<file path="src/rtl/aes_dec_seq_pkg.sv">
// Shared types and constants for the AES-256 decipher sequencer.
// Widths, default tuning values and the control FSM encoding.
package aes_dec_seq_pkg;

  localparam int TEXT_W           = 128;
  localparam int KEY_W            = 256;
  localparam int ISSUE_GAP_DEF    = 8;
  localparam int MAX_INFLIGHT_DEF = 4;

  typedef enum logic [1:0] {
    IDLE    = 2'd0,
    KEYWAIT = 2'd1,
    RUN     = 2'd2,
    DRAIN   = 2'd3
  } state_e;

endpackage

</file>
<file path="src/rtl/aes_dec_seq_fifo.sv">
// Result buffer: synchronous FIFO holding {last, plaintext} entries.
// Count output feeds the issue credit check in the sequencer.
module aes_dec_seq_fifo
  import aes_dec_seq_pkg::*;
#(
  parameter int WIDTH = TEXT_W + 1,
  parameter int DEPTH = MAX_INFLIGHT_DEF
) (
  input  logic                     clock,
  input  logic                     reset,
  input  logic                     push_i,
  input  logic                     pop_i,
  input  logic [WIDTH-1:0]         wdata_i,
  output logic [WIDTH-1:0]         rdata_o,
  output logic [$clog2(DEPTH):0]   count_o,
  output logic                     full_o,
  output logic                     empty_o
);

  localparam int AW = (DEPTH > 1) ? $clog2(DEPTH) : 1;
  localparam int CW = $clog2(DEPTH) + 1;

  logic [WIDTH-1:0] mem_q [DEPTH];
  logic [AW-1:0]    wr_q;
  logic [AW-1:0]    rd_q;
  logic [CW-1:0]    cnt_q;
  logic             do_push;
  logic             do_pop;

  function automatic logic [AW-1:0] nxt(input logic [AW-1:0] p);
    return (p == AW'(DEPTH - 1)) ? '0 : p + 1'b1;
  endfunction

  assign full_o  = (cnt_q == CW'(DEPTH));
  assign empty_o = (cnt_q == '0);
  assign count_o = cnt_q;
  assign rdata_o = mem_q[rd_q];
  assign do_push = push_i && !full_o;
  assign do_pop  = pop_i && !empty_o;

  always_ff @(posedge clock or negedge reset) begin
    if (!reset) begin
      for (int i = 0; i < DEPTH; i++) mem_q[i] <= '0;
      wr_q  <= '0;
      rd_q  <= '0;
      cnt_q <= '0;
    end else begin
      if (do_push) begin
        mem_q[wr_q] <= wdata_i;
        wr_q        <= nxt(wr_q);
      end
      if (do_pop) rd_q <= nxt(rd_q);
      cnt_q <= cnt_q + CW'(do_push) - CW'(do_pop);
    end
  end

endmodule

</file>
<file path="src/rtl/aes_dec_sequencer.sv">
// Feeds ciphertext blocks to a pipelined AES-256 decipher core with
// issue spacing and output credit, and returns plaintext in order.
module aes_dec_sequencer
  import aes_dec_seq_pkg::*;
#(
  parameter int ISSUE_GAP    = ISSUE_GAP_DEF,
  parameter int MAX_INFLIGHT = MAX_INFLIGHT_DEF
) (
  input  logic              clock,
  input  logic              reset,
  input  logic [KEY_W-1:0]  key_in,
  input  logic              key_load,
  input  logic [TEXT_W-1:0] s_data,
  input  logic              s_valid,
  input  logic              s_last,
  output logic              s_ready,
  output logic [TEXT_W-1:0] m_data,
  output logic              m_valid,
  output logic              m_last,
  input  logic              m_ready,
  output logic [TEXT_W-1:0] core_text,
  output logic [KEY_W-1:0]  core_key,
  output logic              core_key_valid,
  output logic              core_start,
  output logic              core_last,
  input  logic [TEXT_W-1:0] core_result,
  input  logic              core_ready_text,
  input  logic              core_pipe_ready,
  input  logic              core_done,
  output logic              busy,
  output logic              err
);

  localparam int CW = $clog2(MAX_INFLIGHT) + 1;
  localparam int SW = CW + 1;
  localparam int GW = $clog2(ISSUE_GAP) + 1;

  state_e            state_q;
  logic [GW-1:0]     gap_q, gap_d;
  logic [CW-1:0]     infl_q, infl_d;
  logic [CW-1:0]     fifo_cnt;
  logic [TEXT_W-1:0] text_q;
  logic [KEY_W-1:0]  key_q;
  logic              kv_q, start_q, last_q, err_q;
  logic              fire, rx_ok, rx_bad, pop, credit;
  logic              fifo_full, fifo_empty, tag_last;
  logic [TEXT_W:0]   fifo_rd;

  assign credit = ({1'b0, infl_q} + {1'b0, fifo_cnt}) < SW'(MAX_INFLIGHT);
  assign s_ready = (state_q == RUN) && core_pipe_ready &&
                   (gap_q == '0) && credit && !key_load;
  assign fire   = s_valid && s_ready;
  assign rx_ok  = core_ready_text && (infl_q != '0) && !fifo_full;
  assign rx_bad = core_ready_text && !rx_ok;
  assign pop    = m_valid && m_ready;
  // Results return in order, so the final one of a drain is the last block.
  assign tag_last = last_q && (infl_q == CW'(1));

  assign infl_d = infl_q + CW'(fire) - CW'(rx_ok);
  assign gap_d  = fire ? GW'(ISSUE_GAP - 1) :
                  (gap_q != '0) ? gap_q - 1'b1 : gap_q;

  aes_dec_seq_fifo #(
    .WIDTH (TEXT_W + 1),
    .DEPTH (MAX_INFLIGHT)
  ) u_fifo (
    .clock   (clock),
    .reset   (reset),
    .push_i  (rx_ok),
    .pop_i   (pop),
    .wdata_i ({tag_last, core_result}),
    .rdata_o (fifo_rd),
    .count_o (fifo_cnt),
    .full_o  (fifo_full),
    .empty_o (fifo_empty)
  );

  assign m_valid        = !fifo_empty;
  assign m_last         = fifo_rd[TEXT_W];
  assign m_data         = fifo_rd[TEXT_W-1:0];
  assign core_text      = text_q;
  assign core_key       = key_q;
  assign core_key_valid = kv_q;
  assign core_start     = start_q;
  assign core_last      = last_q;
  assign err            = err_q;
  assign busy = (state_q == KEYWAIT) || (state_q == DRAIN) ||
                (infl_q != '0);

  always_ff @(posedge clock or negedge reset) begin
    if (!reset) begin
      state_q <= IDLE;
      gap_q   <= '0;
      infl_q  <= '0;
      text_q  <= '0;
      key_q   <= '0;
      kv_q    <= 1'b0;
      start_q <= 1'b0;
      last_q  <= 1'b0;
      err_q   <= 1'b0;
    end else begin
      infl_q  <= infl_d;
      gap_q   <= gap_d;
      start_q <= fire;
      if (fire) text_q <= s_data;
      if (rx_bad || (core_done && state_q == DRAIN)) err_q <= 1'b1;
      unique case (state_q)
        IDLE: begin
          if (key_load) begin
            state_q <= KEYWAIT;
            key_q   <= key_in;
            kv_q    <= 1'b1;
          end
        end
        KEYWAIT: begin
          if (key_load)             err_q   <= 1'b1;
          else if (core_pipe_ready) state_q <= RUN;
        end
        RUN: begin
          if (key_load) begin
            if (infl_q == '0) begin
              state_q <= KEYWAIT;
              key_q   <= key_in;
            end else begin
              err_q <= 1'b1;
            end
          end else if (fire && s_last) begin
            state_q <= DRAIN;
            last_q  <= 1'b1;
          end
        end
        DRAIN: begin
          if (key_load) err_q <= 1'b1;
          if (infl_q == '0 && fifo_empty) begin
            state_q <= RUN;
            last_q  <= 1'b0;
          end
        end
        default: state_q <= IDLE;
      endcase
    end
  end

endmodule

</file>
<file path="config.mk">
export PLATFORM = sky130hd
export DESIGN_NAME = aes_dec_sequencer
export DESIGN_NICKNAME = d
export VERILOG_FILES = /design/src/rtl/aes_dec_seq_pkg.sv /design/src/rtl/aes_dec_seq_fifo.sv /design/src/rtl/aes_dec_sequencer.sv
export SDC_FILE = /design/constraint.sdc
export NUM_CORES = 1
export LEC_CHECK = 0
export ABC_AREA = 0
export BUFFER_PORTS_ARGS = -buffer_cell sky130_fd_sc_hd__clkbuf_2
export CAP_MARGIN = 40
export CORE_AREA = 2 2 404 406
export DETAILED_ROUTE_END_ITERATION = 12
export DIE_AREA = 0 0 406 408
export HOLD_SLACK_MARGIN = 0.03
export SYNTH_ARGS = -nofsm -noshare
export SYNTH_HDL_FRONTEND = slang
export SYNTH_SLANG_ARGS = --single-unit
</file>
<file path="constraint.sdc">
create_clock -name clock -period 3.87 [get_ports clock]
set_clock_uncertainty 0.1 [all_clocks]
set_input_delay 0.1935 -clock clock [delete_from_list [all_inputs] [get_ports clock]]
set_output_delay 0.1935 -clock clock [all_outputs]
set_load 0.03 [all_outputs]
</file>
==> results.py <==
metrics = {
    "placement": {
        "dpl.cell_count": 5321,
        "globalplace.congestion": 0.9484,
        "dp_hpwl_microns": 101000,
        "place_ws_ns": 0.6300,
        "io_buffers": 1040,
    },
    "critical_path": {
        "reg2regPathDepth": 10,
        "worst-setup-path-type": "reg -> reg",
        "worstPathArrival_ns": 3.76,
        "crit_fanout": 6,
        "timing.rr.start": "infl_q[1]",
        "crit_required_ns": 4.37,
        "cp-end-kind": "flip-flop",
        "startpoint_type": "flip-flop",
        "r2r_setup_slack_ns": 0.61,
        "worstReg2RegEnd": "infl_q[2]",
    },
    "timing": {
        "finalHoldViolCount": 0,
        "setup_tns_ns": 0,
        "fin_crit_sh_pct": 84.31,
        "setup_ws_ns": 0.6072,
        "rsz0062_at_grt": "no",
        "max_freq_mhz": 306.5,
        "setup_violations": 0,
        "worst_pin_slew_ns": 0.7791,
        "post-route-min-period_ns": 3.263,
        "slew_violations": 0,
        "slew_headroom_pct": 48.06,
    },
    "finish": {
        "stdcell_count": 6065,
        "fin_nets": 4327,
        "syn2layout_area_growth_pct": 44.80,
        "nFillCells": 15670,
        "final_cell_mix": "clkbuf_2, dfrtp_1, mux2_2",
        "final_common_cell": "clkbuf_2",
        "final_util_pct": 33.94,
        "final_layout_size_suffix_gt1_share_pct": 59.75,
    },
    "detailed_routing": {
        "route.detailed.drc": 0,
        "initialDrtViolationCount": 1190,
        "ant_nets": 0,
        "via_per_inst": 4.239,
        "vias": 25710,
        "dr.pass1.iters": 5,
        "wirelength_microns": 138800,
        "wire_per_inst_microns": 22.88,
    },
    "power_and_ir_drop": {
        "leakage_nw": 25.17,
        "swShare_pct": 40.33,
        "p_comb_share_pct": 45.3,
        "power.total_mw": 49.26,
        "clockPowerShare_pct": 21.0,
        "power.net_switching_mw": 19.87,
        "p_per_area_nw_per_um2": 897.8,
        "ir_drop_mv": 0.6711,
        "p_int_mw": 29.40,
        "pwr-share-seq_pct": 33.7,
    },
    "grt": {
        "grt_first_pass_wirelength_microns": 198600,
        "gr-total-overflow": 0,
        "grtUsageTotal_pct": 16.43,
        "antenna_found_initial": 43,
        "grt_max_degree": 107,
        "first_global_vias": 27490,
    },
    "run": {
        "maxCapViolCount": 0,
    },
    "clocking": {
        "cts_tree": "built",
        "path_clk_slew_ns": 0.06,
        "cts_buffers": 106,
        "cts_buffer_depth": 3,
        "cts.sinks": 920,
        "htreeDepth": 3,
        "clock_latency_ns": 0.73,
        "cts.root.buffer_cell": "clkbuf_16",
    },
    "die": {
        "boundaryPins": 1041,
        "start_util_pct": 23.44,
        "fp.dieH_microns": 408,
        "core-area_sq_um": 161700,
        "die-area_sq_um": 165600,
        "die_x_microns": 406,
        "placementRows": 148,
    },
    "worst_hold_path": {
        "min_from": "s_data[81]",
        "worstHoldEndpoint": "core_text[81]",
        "min_path_type": "in -> reg",
        "hold_depth": 3,
    },
    "synth": {
        "syn_area_per_cell_sq_um": 17.42,
        "ys.flop_type": "dfrtp_1",
        "synth_fp_nets": 2711,
        "synth_edf_count": 0,
        "synth.largest_area_cell": "dfrtp_1",
        "yosys-top-cells-area": "dfrtp_1, mux2_2, mux4_2",
        "async_reset_ff_share_pct": 100.0,
        "ys_seq_elements": 920,
        "seq_area_frac_synth_pct": 60.75,
        "synth.cell_area_sq_um": 37900,
        "synth_top_cell_area_share_pct": 60.75,
        "yosys_warnings": 0,
        "ys_types": 38,
        "synth_cells": 2175,
    },
    "outcome": {
        "status": "finished clean",
    },
}
==> flip-flops by register name, indices dropped and copies added (netlist names) <==
| register | flops |
|---|---|
| u_fifo.mem_q | 516 |
| core_start | 1 |
| u_fifo.count_o | 3 |
| err | 1 |
| core_text | 128 |
| u_fifo.rd_q | 2 |
| core_key | 256 |
| infl_q | 3 |
| core_key_valid | 1 |
| state_q | 2 |
| core_last | 1 |
| gap_q | 4 |
| u_fifo.wr_q | 2 |
==> critical path, stage by stage (launching register included) <==
cell and delay, ns:
dfrtp_1 0.45, ha_1 0.25, or4b_1 0.50, or4_1 0.56
ha_1 0.35, inv_1 0.05, ha_1 0.13, inv_1 0.05
fa_1 0.40, xnor2_1 0.15, xnor2_1 0.13
==> cell usage after synthesis (2+ instances only) <==
master	count
nand2_1	10
o211ai_1	2
fa_1	2
nor3_1	3
inv_1	17
buf_1	9
buf_4	3
buf_12	11
mux4_2	129
nor2_1	5
or3_1	3
clkbuf_1	18
dfrtp_1	920
ha_1	13
o221ai_1	2
xnor2_1	6
or4b_2	2
mux2_4	100
a21oi_1	7
a21o_1	2
o21ai_0	3
buf_2	91
mux2_2	801
a31oi_1	2
==> what timing repair did <==
item                                   4_1_cts  5_1_grt
hold buffers                               537        0
setup buffers                                0        0
endpoints found under the hold margin     1166        0
resized for setup                            0        0
==> power by group through the flow <==
| stage | Combinational, mW | Clock [mW] | Sequential [mW] |
|---|---|---|---|
| after floorplan | 12.1 | 0 | 19.1 |
| after global placement | 21.9 | 0 | 16.5 |
| after detailed placement | 22.1 | 0 | 16.7 |
| after CTS | 22.7 | 10.7 | 16.6 |
| after global routing | 23.4 | 11.1 | 17.2 |
| final | 22.3 | 10.3 | 16.6 |
==> worst max path at each step <==
stage                   start         to  slack [ns]  cells past startpoint
finish              infl_q[1]  infl_q[2]        0.61                     10
global route        infl_q[1]  infl_q[2]        0.41                     10
CTS                  gap_q[0]    s_ready        0.52                      6
detailed placement  infl_q[1]  infl_q[2]        0.63                     10
global placement    infl_q[2]  infl_q[2]        0.59                     10
floorplan           infl_q[2]  infl_q[2]        0.82                     11
==> through the flow <==
| step | hold WS (ns) | instance area [sq um] |
|---|---|---|
| 2_1_floorplan | -0.2021 | 37900 |
| 3_3_place_gp | 0.1718 | 45870 |
| 3_5_place_dp | 0.1803 | 45870 |
| 4_1_cts | 0.03001 | 54820 |
| 5_1_grt | 0.05657 | 54850 |
| 6_report | 0.1297 | 54870 |
==> layer usage <==
layer / GRT usage [%] / vias to the layer above / part of all wire [%]
li1: - / 11250 / -
met1: 21.84 / 13360 / 44
met2: 25.40 / 852 / 45
met3: 4.688 / 223 / 6.9
met4: 5.909 / 30 / 3.7
met5: 0 / - / 0.14
==> area by class of cell <==
class	instances	area [sq um]	area share (%)
diodes	19	47.55	0.08665
clock buffers	151	3072	5.598
clock inverters	37	489.2	0.8916
inverters	18	72.57	0.1323
multi-input cells	1105	14050	25.60
flip-flops and latches	920	23030	41.97
well taps	2175	2721	4.960
repair buffers	1640	11390	20.76
==> logic make-up after synthesis <==
logic type / count (synthesis) / share of synthesized area (%)
AND/OR/NAND/NOR: 33 / 0.4953
multiplexers: 1030 / 35.43
buffers and inverters: 150 / 2.291
AO/OA/AOI/OAI: 21 / 0.3566
flip-flops: 920 / 60.75
adder cells (fa/ha/maj): 15 / 0.5349
XOR/XNOR: 6 / 0.1387
(Power assumes the default switching activity.)
